--- src/rtl/enemy_hp_ctrl_if.sv ---
// Attacker handshake bundle between the enemy HP controller and the attack gauge.
// master: HP controller (issues the start request, consumes pass/damage).
// slave : attack gauge (answers with pass flag and damage value).
interface enemy_hp_ctrl_if;
  logic       atk_start;
  logic       atk_pass;
  logic [7:0] atk_damage;

  modport master (output atk_start, input atk_pass, input atk_damage);
  modport slave  (input atk_start, output atk_pass, output atk_damage);
endinterface

--- src/rtl/enemy_hp_ctrl.sv ---
// Enemy HP controller: runs the player attack turn handshake, applies captured
// damage to true HP and drains the display HP toward it at a fixed rate.
// Optional feature macro: HIT_FLASH_EN (hit_flash pulse of FLASH_CYCLES after a hit).
//
// state      | meaning
// -----------+-------------------------------------------------------
// S_IDLE     | waiting for turn_req
// S_REQ      | atk_start held until the gauge drops its pass flag
// S_WAIT_HIT | gauge running; capture damage when pass returns to 1
// S_DRAIN    | display HP stepping down toward true HP
// S_DEAD     | HP reached 0; only new_battle or reset leaves
module enemy_hp_ctrl #(
  parameter int HP_MAX     = 100,
  parameter int DRAIN_DIV  = 4,
  parameter int DRAIN_STEP = 1
`ifdef HIT_FLASH_EN
  ,
  parameter int FLASH_CYCLES = 16
`endif
) (
  input  logic         clk,
  input  logic         rst_n,
  input  logic         i_turn_req,
  input  logic         i_new_battle,
  enemy_hp_ctrl_if.master atk,
  output logic [7:0]   o_hp,
  output logic [7:0]   o_hp_shown,
  output logic [7:0]   o_last_dmg,
  output logic         o_busy,
  output logic         o_turn_done,
  output logic         o_enemy_dead,
  output logic         o_hit_flash
);

  typedef enum logic [2:0] {S_IDLE, S_REQ, S_WAIT_HIT, S_DRAIN, S_DEAD} state_t;

  localparam logic [7:0] HP_INIT = 8'(HP_MAX);
  localparam int CNT_W = (DRAIN_DIV > 1) ? $clog2(DRAIN_DIV) : 1;
  localparam logic [CNT_W-1:0] CNT_LAST = CNT_W'(DRAIN_DIV - 1);

  state_t r_state, w_state_nxt;
  logic [7:0] r_hp, r_hp_shown, r_last_dmg;
  logic [CNT_W-1:0] r_drain_cnt;
  logic r_atk_start, r_busy, r_turn_done, r_enemy_dead;
  logic w_capture, w_settled;
  logic [7:0] w_gap, w_step;

  assign w_settled = (r_hp_shown == r_hp);
  assign w_capture = (r_state == S_WAIT_HIT) && atk.atk_pass && !i_new_battle;
  assign w_gap     = r_hp_shown - r_hp;
  assign w_step    = (w_gap > 8'(DRAIN_STEP)) ? 8'(DRAIN_STEP) : w_gap;

  // State register
  always_ff @(posedge clk or negedge rst_n) begin
    if (!rst_n) r_state <= S_IDLE;
    else        r_state <= w_state_nxt;
  end

  // Next-state decode; new_battle overrides every transition
  always_comb begin
    w_state_nxt = r_state;
    if (i_new_battle) begin
      w_state_nxt = S_IDLE;
    end else begin
      case (r_state)
        S_IDLE:     if (i_turn_req) w_state_nxt = S_REQ;
        S_REQ:      if (!atk.atk_pass) w_state_nxt = S_WAIT_HIT;
        S_WAIT_HIT: if (atk.atk_pass) w_state_nxt = S_DRAIN;
        S_DRAIN:    if (w_settled) w_state_nxt = (r_hp == 8'd0) ? S_DEAD : S_IDLE;
        S_DEAD:     w_state_nxt = S_DEAD;
        default:    w_state_nxt = S_IDLE;
      endcase
    end
  end

  // Registered outputs, HP datapath and drain timer
  always_ff @(posedge clk or negedge rst_n) begin
    if (!rst_n) begin
      r_hp         <= HP_INIT;
      r_hp_shown   <= HP_INIT;
      r_last_dmg   <= 8'd0;
      r_drain_cnt  <= '0;
      r_atk_start  <= 1'b0;
      r_busy       <= 1'b0;
      r_turn_done  <= 1'b0;
      r_enemy_dead <= 1'b0;
    end else begin
      // outputs follow the next state so they line up with the state change
      r_atk_start <= (w_state_nxt == S_REQ);
      r_busy      <= (w_state_nxt != S_IDLE) && (w_state_nxt != S_DEAD);
      r_turn_done <= (r_state == S_DRAIN) && w_settled && !i_new_battle;
      if (i_new_battle) begin
        r_hp         <= HP_INIT;
        r_hp_shown   <= HP_INIT;
        r_drain_cnt  <= '0;
        r_enemy_dead <= 1'b0;
      end else begin
        if (w_capture) begin
          r_last_dmg  <= atk.atk_damage;
          r_hp        <= (atk.atk_damage >= r_hp) ? 8'd0 : r_hp - atk.atk_damage;
          r_drain_cnt <= '0;
        end else if ((r_state == S_DRAIN) && !w_settled) begin
          if (r_drain_cnt == CNT_LAST) begin
            r_drain_cnt <= '0;
            r_hp_shown  <= r_hp_shown - w_step;
          end else begin
            r_drain_cnt <= r_drain_cnt + 1'b1;
          end
        end
        if (w_state_nxt == S_DEAD) r_enemy_dead <= 1'b1;
      end
    end
  end

`ifdef HIT_FLASH_EN
  localparam int FW = $clog2(FLASH_CYCLES + 1);
  logic [FW-1:0] r_flash_cnt;
  logic          r_hit_flash;

  // Hit flash: load on a non-zero hit, hold high until the down-counter expires
  always_ff @(posedge clk or negedge rst_n) begin
    if (!rst_n) begin
      r_flash_cnt <= '0;
      r_hit_flash <= 1'b0;
    end else if (i_new_battle) begin
      r_flash_cnt <= '0;
      r_hit_flash <= 1'b0;
    end else if (w_capture && (atk.atk_damage != 8'd0)) begin
      r_flash_cnt <= FW'(FLASH_CYCLES - 1);
      r_hit_flash <= 1'b1;
    end else if (r_flash_cnt != '0) begin
      r_flash_cnt <= r_flash_cnt - 1'b1;
    end else begin
      r_hit_flash <= 1'b0;
    end
  end

  assign o_hit_flash = r_hit_flash;
`else
  assign o_hit_flash = 1'b0;
`endif

  assign atk.atk_start = r_atk_start;
  assign o_hp          = r_hp;
  assign o_hp_shown    = r_hp_shown;
  assign o_last_dmg    = r_last_dmg;
  assign o_busy        = r_busy;
  assign o_turn_done   = r_turn_done;
  assign o_enemy_dead  = r_enemy_dead;

endmodule
--- src/flat_wrapper.sv ---
// flat-port wrapper written by rule: the top's interface ports become plain ports
module enemy_hp_ctrl_flat 
#(
  parameter int HP_MAX     = 100,
  parameter int DRAIN_DIV  = 4,
  parameter int DRAIN_STEP = 1

)
  (clk, rst_n, i_turn_req, i_new_battle, o_hp, o_hp_shown, o_last_dmg, o_busy, o_turn_done, o_enemy_dead, o_hit_flash, atk_atk_start, atk_atk_pass, atk_atk_damage);
  enemy_hp_ctrl_if atk_i ();
  input  logic clk;
  input  logic rst_n;
  input  logic i_turn_req;
  input  logic i_new_battle;
  output logic [7:0] o_hp;
  output logic [7:0] o_hp_shown;
  output logic [7:0] o_last_dmg;
  output logic o_busy;
  output logic o_turn_done;
  output logic o_enemy_dead;
  output logic o_hit_flash;
  output wire logic [$bits(atk_i.atk_start)-1:0] atk_atk_start;
  input wire logic [$bits(atk_i.atk_pass)-1:0] atk_atk_pass;
  input wire logic [$bits(atk_i.atk_damage)-1:0] atk_atk_damage;
  assign atk_atk_start = atk_i.atk_start;
  assign atk_i.atk_pass = atk_atk_pass;
  assign atk_i.atk_damage = atk_atk_damage;
  enemy_hp_ctrl #(.HP_MAX(HP_MAX), .DRAIN_DIV(DRAIN_DIV), .DRAIN_STEP(DRAIN_STEP)) u_core (.clk(clk), .rst_n(rst_n), .i_turn_req(i_turn_req), .i_new_battle(i_new_battle), .atk(atk_i), .o_hp(o_hp), .o_hp_shown(o_hp_shown), .o_last_dmg(o_last_dmg), .o_busy(o_busy), .o_turn_done(o_turn_done), .o_enemy_dead(o_enemy_dead), .o_hit_flash(o_hit_flash));
endmodule
--- config.mk ---
export PLATFORM = sky130hd
export DESIGN_NAME = enemy_hp_ctrl_flat
export DESIGN_NICKNAME = d
export VERILOG_FILES = /design/src/rtl/enemy_hp_ctrl_if.sv /design/src/rtl/enemy_hp_ctrl.sv /design/src/flat_wrapper.sv
export SDC_FILE = /design/constraint.sdc
export NUM_CORES = 1
export LEC_CHECK = 0
export CAP_MARGIN = 20
export CORE_MARGIN = 3
export CORE_UTILIZATION = 54
export CTS_CLUSTER_SIZE = 30
export DETAILED_ROUTE_END_ITERATION = 8
export GPL_ROUTABILITY_DRIVEN = 0
export PLACE_DENSITY_LB_ADDON = 0.2
export SETUP_SLACK_MARGIN = 0.5
export SLEW_MARGIN = 20
export SYNTH_ARGS = -nofsm -noshare
export SYNTH_HDL_FRONTEND = slang
export SYNTH_SLANG_ARGS = --single-unit
--- constraint.sdc ---
create_clock -name clk -period 3.68 [get_ports clk]
set_input_delay 0.736 -clock clk [delete_from_list [all_inputs] [get_ports clk]]
set_output_delay 0.736 -clock clk [all_outputs]
set_load 0.02 [all_outputs]
==> impl_summary.log, run 1 <==
[metrics] dominant register cell in the synthesized netlist: sky130_fd_sc_hd__dfrtp_1
[metrics] clock latency on the worst-skew pair: 0.29 ns
[metrics] Worst Skew: 0.00610 ns
[metrics] pin count of the biggest net entering global routing: 24
[metrics] leakage power: between 0.001 and 0.0015 uW
[metrics] row count: 24
[metrics] Post-Route Setup TNS: 0 ns
[metrics] Multi-input gate area: 0.00169 sq mm
[metrics] # nets final: between 300 and 400
[metrics] PnR Total Power: approximately 1000 uW
[metrics] combinational family with the most area after synthesis: simple AND/OR/NAND/NOR gates
[metrics] via count of the first global-routing pass: 2,267
[metrics] setup violators final: 0
[metrics] area used by sequential logic in the layout: between 800 and 900 sq um
[metrics] maximum clock insertion buffer count: 2
[metrics] area overhead of the layout relative to synthesis: 31.2%
[metrics] die extent in x: 74.5 um
[metrics] end point of the worst hold path: u_core.o_last_dmg[7]
[metrics] area fraction in compound gates after synthesis: 17.7%
[metrics] initial antenna violation count: 0
[metrics] number of maximum-capacitance violations: 0
[metrics] Critical Path Fanout Max: 5
[metrics] H-tree depth reported by CTS: 2
[metrics] iteration count of the initial detailed-routing pass: 4
[metrics] distinct cell type count of the synthesized netlist: 56
[metrics] wire length of the first global-routing pass: between 10,000 and 15,000 um
[metrics] cell area after technology mapping: approximately 0.0025 sq mm
[metrics] leading cell type in the layout, fill and taps excluded: sky130_fd_sc_hd__clkdlybuf4s50_1
[metrics] proportion of power drawn by the clock network: 25.7%
[metrics] maximum achievable frequency: 297 MHz
[metrics] top library cells by usage in the layout, fill and taps aside: sky130_fd_sc_hd__clkdlybuf4s50_1 (40), sky130_fd_sc_hd__a21oi_1 (26), sky130_fd_sc_hd__dfrtp_1 (24)
[metrics] final antenna-violating net count: 0
[metrics] remaining routing DRC violations: 0
[metrics] Min-Delay Path Class: reg2reg
[metrics] library cell occupying the most area in the post-synthesis netlist: sky130_fd_sc_hd__dfrtp_1
[metrics] FFs w/ async S/R, synth: 100%
[metrics] Worst R2R Setup Slack: about 0.31 ns
[metrics] share of total power consumed by net switching: 31.5%
[metrics] Synth area leaders: sky130_fd_sc_hd__dfrtp_1 (27%), sky130_fd_sc_hd__ha_1 (12%), sky130_fd_sc_hd__dfstp_2 (6.2%), sky130_fd_sc_hd__a21oi_1 (5.7%), sky130_fd_sc_hd__inv_1 (3.9%)
[metrics] critical path required time: 3.90 ns
[metrics] wire length per cell after detailed routing: 15.7 um
[metrics] Vias per Instance: 5.86
[metrics] Max Transition Viols Final: 0
[metrics] clock slew at reported path FFs: 0.07 ns
[metrics] internal power summed over all cells: between 600 and 700 uW
[metrics] clock tree from TritonCTS: yes
[metrics] proportion of synthesized chip area in sequential cells: between 30% and 40%
[metrics] post-cts hold buffer count: 0
[metrics] arrival time reported for the critical path endpoint: 3.58 ns
[metrics] end of the worst register-to-register path: u_core.o_hp_shown[4]
[metrics] Core Region: 0.00444 sq mm
[metrics] cell count of the worst reg-to-reg path: 15
[metrics] Overflow after GRT: 0
[metrics] Clk Tree Root Cell: sky130_fd_sc_hd__clkbuf_8
[metrics] number of warning messages in the yosys log: 0
[metrics] Num CTS Buffers: 5
[metrics] Overall Global Routing Usage: between 20% and 30%
[metrics] IO Port Bufs: 40
[metrics] startpoint type of the worst setup path: register
[metrics] total via count after detailed routing: 2,354
[metrics] fraction of final layout cells sized beyond drive strength 1: 20.0%
[metrics] type of destination of the critical path: register
[metrics] initial core utilization: 57.0%
[metrics] DIE AREA: 0.00555 sq mm
[metrics] Synth Area in XOR/XNOR: ~3.4%
[metrics] post-synthesis sequential element count: 33
[metrics] status: complete, no violations
[metrics] P per Cell Area: 306 mW/mm^2
[metrics] maximum resistive drop on vdd: between 0.3 and 0.4 mV
[metrics] total inserted antenna cells: 0
[metrics] share of the synthesized area in the top cell type: between 20% and 30%
[metrics] Setup Crit Path Kind: reg2reg
[metrics] part of the cycle the worst path needs: 91.5%
[metrics] synthesized instance count: approximately 290
[metrics] count of clock tree sinks: 33
[metrics] Filler Cell Count: between 300 and 400
[metrics] worst r2r src: u_core.o_hp[5]
[metrics] number of cells on the worst hold path: 1
[metrics] Detailed Route WL: 6310 um
[metrics] area share of fa/ha/maj cells after synthesis: between 10 and 15%
[metrics] ports placed on the boundary: 42
[metrics] share of cell area taken by muxes after synthesis: 5.93%
[metrics] net switching power: 320 uW
[metrics] Die H: 74.5 um
[metrics] final critical path time including I/O delays and setup: 3.37 ns
[metrics] Post-synth EDFFs: 0
[metrics] number of hold-slack violations in the final timing report: 0
[metrics] setup repair after global routing missed its margin: yes
[metrics] share of total power in sequential cells: between 40% and 50%
[metrics] mean post-synth cell area: 8.89 sq um
[metrics] pin slew with the least headroom to its limit: 0.898 ns
[metrics] Detailed Place HPWL: 4660 um
[metrics] headroom to the max-slew limit: 40.0%
[metrics] hold path startpoint: u_core.o_last_dmg[7]
[metrics] Starting DRT DRC Count: between 80 and 90
[metrics] share of total power in combinational logic: about 33%
[metrics] Post-Synth Simple-Gate Area: 19.3%
state kept, by name (all words and copies together), names as in the netlist:
| name | flops |
|---|---|
| u_core.o_turn_done | 1 |
| u_core.r_state | 3 |
| u_core.o_busy | 1 |
| u_core.o_enemy_dead | 1 |
| u_core.o_hp | 8 |
| u_core.atk.atk_start | 1 |
| u_core.r_drain_cnt | 2 |
| u_core.o_last_dmg | 8 |
| u_core.o_hp_shown | 8 |
how the worst max path moves through the flow:
stage / startpoint / end / slack (ns) / depth (start not counted)
6_report: u_core.o_hp[5] / u_core.o_hp_shown[4] / 0.31 / 15
3_5_place_dp: u_core.o_hp_shown[0] / u_core.o_hp_shown[6] / 0.23 / 16
5_1_grt: u_core.o_hp_shown[0] / u_core.o_hp_shown[4] / 0.17 / 17
2_1_floorplan: u_core.o_hp_shown[0] / u_core.o_hp_shown[7] / 0.62 / 14
3_3_place_gp: u_core.o_hp[6] / u_core.o_hp_shown[6] / 0.30 / 15
4_1_cts: u_core.o_hp_shown[0] / u_core.o_hp_shown[4] / 0.32 / 17
stage by stage:
step | util (%) | setup WS (ns) | hold WS [ns] | area (sq um) | cells
2_1_floorplan | - | 0.620 | 0.440 | 2600 | 292
3_3_place_gp | 68.8 | 0.297 | 0.488 | 3060 | 379
3_5_place_dp | 68.8 | 0.234 | 0.502 | 3060 | 379
4_1_cts | 73.5 | 0.316 | 0.517 | 3270 | 398
5_1_grt | 74.8 | 0.168 | 0.541 | 3320 | 402
6_report | 74.8 | 0.313 | 0.514 | 3320 | 402
worst max-delay path, cell delays in order (launching register included):
cell and delay [ns]:
sky130_fd_sc_hd__dfstp_2 0.59, sky130_fd_sc_hd__inv_1 0.09, sky130_fd_sc_hd__ha_4 0.26, sky130_fd_sc_hd__o21ai_0 0.17, sky130_fd_sc_hd__nor2_1 0.07, sky130_fd_sc_hd__o22a_1 0.21
sky130_fd_sc_hd__xnor2_1 0.13, sky130_fd_sc_hd__or4_4 0.55, sky130_fd_sc_hd__ha_4 0.17, sky130_fd_sc_hd__inv_2 0.05, sky130_fd_sc_hd__fa_2 0.20, sky130_fd_sc_hd__a21oi_2 0.06
sky130_fd_sc_hd__o21ai_1 0.15, sky130_fd_sc_hd__xnor2_1 0.09, sky130_fd_sc_hd__or3_1 0.38, sky130_fd_sc_hd__a21oi_2 0.13
synth_stat cells (2+ instances only):
master	count
sky130_fd_sc_hd__fa_1	3
sky130_fd_sc_hd__nand3_1	9
sky130_fd_sc_hd__o21a_1	2
sky130_fd_sc_hd__a211oi_1	2
sky130_fd_sc_hd__a31oi_1	2
sky130_fd_sc_hd__or3_1	3
sky130_fd_sc_hd__nand4_1	3
sky130_fd_sc_hd__conb_1	2
sky130_fd_sc_hd__o21ai_0	11
sky130_fd_sc_hd__nand3b_1	5
sky130_fd_sc_hd__o211ai_1	2
sky130_fd_sc_hd__or4_1	3
sky130_fd_sc_hd__a21oi_1	29
sky130_fd_sc_hd__xnor2_1	4
sky130_fd_sc_hd__mux2i_1	6
sky130_fd_sc_hd__dfrtp_1	27
sky130_fd_sc_hd__dfstp_2	6
sky130_fd_sc_hd__o31ai_1	3
sky130_fd_sc_hd__a21o_1	3
sky130_fd_sc_hd__a22oi_1	3
sky130_fd_sc_hd__a21boi_0	3
sky130_fd_sc_hd__buf_2	5
sky130_fd_sc_hd__ha_1	25
sky130_fd_sc_hd__clkbuf_1	4
sky130_fd_sc_hd__nor2_1	21
sky130_fd_sc_hd__nand2b_1	6
sky130_fd_sc_hd__mux2_2	8
sky130_fd_sc_hd__nor3_1	11
sky130_fd_sc_hd__nand4b_1	2
sky130_fd_sc_hd__inv_1	26
sky130_fd_sc_hd__nand2_1	18
sky130_fd_sc_hd__xor2_1	4
power by group through the flow:
stage          sequential (uW)  combinational, uW  clock (uW)
6_report                   420                335         262
5_1_grt                    424                362         289
4_1_cts                    420                315         269
3_5_place_dp               426                297           0
3_3_place_gp               422                294           0
2_1_floorplan              457                148           0
metal layers:
metal / global-route usage (%) / share of wire, % / vias up
met1: 30.0 / 42 / 1115
met2: 41.7 / 49 / 82
met5: 0 / 0 / -
li1: - / - / 1139
met4: 9.29 / 2.7 / 0
met3: 6.76 / 6.6 / 18
timing repair:
item,in CTS,in global routing
setup endpoints to repair,6,7
gates resized for setup,12,7
setup buffers,11,4
gates cloned,0,0
pin swaps,6,6
cell type report:
class                      count  share of cell area [%]
clock buffer                   6                    2.18
clock inverter                 2                   0.301
inverter                      26                    2.94
multi-input combinational    223                    50.9
sequential                    33                    25.2
tap                           52                    1.96
timing repair buffer          60                    16.6
kinds of logic (layout without fill, tap and decap cells):
group	count (synthesis)	count (layout)
adders and majority gates	28	28
other	2	9
DFF	33	33
and+or+nand+nor	92	92
muxes	14	14
buffers and inverters	36	94
AOI/OAI and AO/OA	71	71
xor gates and xnor gates	9	9
Note: power is estimated with default switching activity, not from simulation.
==> inputs of run 2 (changes only) <==
--- a/config.mk
+++ b/config.mk
@@ -17,3 +17,4 @@
 export SYNTH_ARGS = -nofsm -noshare
 export SYNTH_HDL_FRONTEND = slang
 export SYNTH_SLANG_ARGS = --single-unit
+export TNS_END_PERCENT = 10
==> run 2 against run 1 <==
Against the previous run:
- die area is the same
- total power down 3.1%
- sequential share of layout area increased by 1.4 points
- register-to-register slack lost 0.03 ns
- clock power about the same
- maximum frequency down 0.76%
- critical path depth is 2 higher
- wire length is 5.7% lower
- sequential cell count unchanged
- cell count down 3.7%
- clock skew barely moved
- critical path type unchanged
==> impl_summary.log, run 2 (synthesis gave the netlist of run 1 again) <==
[metrics] status: complete, no violations
[metrics] final non-filler cell total: between 300 and 400
[metrics] Num CTS Buffers: 5
[metrics] Max Transition Viols Final: 0
[metrics] wire length of the first global-routing pass: 10,300 um
[metrics] Overall Global Routing Usage: 24.1%
[metrics] Post-Route Setup TNS: 0 ns
[metrics] post-route cell area: 0.00315 sq mm
[metrics] Core Region: 0.00444 sq mm
[metrics] clock slew at reported path FFs: about 0.07 ns
[metrics] final antenna-violating net count: 0
[metrics] Post-CTS Setup Inserts: 0
[metrics] initial core utilization: 57.0%
[metrics] IO Port Bufs: 40
[metrics] wire length per cell after detailed routing: around 15 um
[metrics] DIE AREA: 0.00555 sq mm
[metrics] part of the cycle the worst path needs: 92.2%
[metrics] pin slew with the least headroom to its limit: roughly 0.83 ns
[metrics] final critical path time including I/O delays and setup: 3.39 ns
[metrics] critical path required time: 3.90 ns
[metrics] H-tree depth reported by CTS: 2
[metrics] iteration count of the initial detailed-routing pass: 4
[metrics] leakage power: approximately 0.0014 uW
[metrics] clock tree from TritonCTS: yes
[metrics] total via count after detailed routing: about 2.2k
[metrics] number of hold-slack violations in the final timing report: 0
[metrics] Clk Tree Root Cell: sky130_fd_sc_hd__clkbuf_8
[metrics] Overflow after GRT: 0
[metrics] headroom to the max-slew limit: ~45%
[metrics] dpl ws: 0.234 ns
[metrics] # placed instances: 379
[metrics] die extent in x: 74.5 um
[metrics] number of maximum-capacitance violations: 0
[metrics] CP max stage cell: sky130_fd_sc_hd__or4_4
[metrics] clock latency on the worst-skew pair: 0.29 ns
[metrics] Die H: 74.5 um
[metrics] initial antenna violation count: 0
[metrics] row count: 24
[metrics] maximum clock insertion buffer count: 2
[metrics] P per Cell Area: approximately 310 mW/mm^2
[metrics] largest stage delay on the critical path: between 0.4 and 0.5 ns
[metrics] maximum resistive drop on vdd: 0.324 mV
[metrics] Starting DRT DRC Count: 68
[metrics] remaining routing DRC violations: 0
[metrics] Filler Cell Count: 348
[metrics] leading cell type in the layout, fill and taps excluded: sky130_fd_sc_hd__clkdlybuf4s50_1
[metrics] setup repair after global routing missed its margin: yes
[metrics] critical-path cell list: inv_2 > ha_1 > inv_1 > fa_2 > xor2_1 > a31oi_1 > and4bb_1 > o311ai_1 > or4_4 > ha_2 > inv_1 > fa_2 > a21oi_1 > o21ai_1 > xnor2_1 > or3_1 > a21oi_2
[metrics] maximum achievable frequency: 295 MHz
[metrics] Min-Delay Path Class: reg2reg
[metrics] type of destination of the critical path: register
[metrics] setup violators final: 0
[metrics] Worst R2R Setup Slack: 0.29 ns
[metrics] via count of the first global-routing pass: 2,202
[metrics] area overhead of the layout relative to synthesis: 24.1%
[metrics] Vias per Instance: 5.79
[metrics] Detailed Place HPWL: 4660 um
[metrics] # nets final: 375
[metrics] fraction of final layout cells sized beyond drive strength 1: roughly 13%
[metrics] count of clock tree sinks: 33
[metrics] total inserted antenna cells: 0
[metrics] Critical Path Fanout Max: 3
[metrics] Detailed Route WL: 5950 um
[metrics] pin count of the biggest net entering global routing: 24
[metrics] total cell area at the placement stage: 0.00306 sq mm
[metrics] post-cts hold buffer count: 0
[metrics] ports placed on the boundary: 42
[metrics] worst setup slack after layout: 0.287 ns
[metrics] top library cells by usage in the layout, fill and taps aside: sky130_fd_sc_hd__clkdlybuf4s50_1 (40), sky130_fd_sc_hd__a21oi_1 (27), sky130_fd_sc_hd__inv_1 (25)
[metrics] Worst Skew: between 0.006 and 0.007 ns
[metrics] arrival time reported for the critical path endpoint: 3.61 ns
[metrics] Setup Crit Path Kind: reg2reg
[metrics] startpoint type of the worst setup path: register
[run 2: final timing paths]
check / cells past startpoint / end / start
max in group asynchronous: 2 / u_core.o_last_dmg[5] / rst_n
worst max-delay path: 17 / u_core.o_hp_shown[4] / u_core.o_hp_shown[0]
min in group asynchronous: 1 / u_core.o_hp_shown[4] / rst_n
worst min register to register: 1 / u_core.o_last_dmg[7] / u_core.o_last_dmg[7]
worst max register to register: 17 / u_core.o_hp_shown[4] / u_core.o_hp_shown[0]
worst min-delay path: 1 / u_core.o_last_dmg[7] / u_core.o_last_dmg[7]
[run 2: area by class of cell]
| cell class | instances | area (sq um) | area share, % |
|---|---|---|---|
| Multi-Input combinational cell | 223 | 1630 | 51.7 |
| Sequential cell | 33 | 837 | 26.6 |
| Timing Repair Buffer | 45 | 438 | 13.9 |
| Inverter | 26 | 97.6 | 3.10 |
| Clock buffer | 6 | 72.6 | 2.31 |
| Tap cell | 52 | 65.1 | 2.07 |
| Clock inverter | 2 | 10.0 | 0.318 |
[run 2: repair_timing]
action / 4_1_cts / 5_1_grt
endpoints found under the setup margin: 6 / 7
resized for setup: 2 / 0
pin swaps: 4 / 1
gates cloned: 0 / 0
[run 2: power breakdown]
group | switching [uW] | internal (uW) | total (uW)
registers | 23.6 | 396 | 420
logic | 152 | 149 | 301
clock network | 133 | 131 | 264
total | 309 | 677 | 985
[run 2: worst max-delay path: cells and delay by family (launching register included)]
family	cells	cell delay (ns)
buffers and inverters	3	0.20
AND/OR/NAND/NOR	3	0.97
XOR/XNOR	2	0.24
adder cells (fa/ha/maj)	4	0.90
AO/OA/AOI/OAI	5	0.60
flip-flops	1	0.42
[run 2: metrics by stage]
step | total power, uW | hold WS (ns) | util [%]
floorplan | 605 | 0.440 | -
global placement | 716 | 0.488 | 68.8
detailed placement | 723 | 0.502 | 68.8
CTS | 993 | 0.517 | 70.8
global route | 1040 | 0.541 | 70.8
finish | 985 | 0.514 | 70.8
[run 2: metal layers]
layer | vias to the layer above | global-route usage [%] | part of all wire (%)
met5 | - | 0 | 0
met4 | 0 | 7.71 | 2.0
met3 | 12 | 6.76 | 5.5
met2 | 63 | 41.1 | 49
met1 | 1051 | 29.6 | 43
li1 | 1113 | - | -
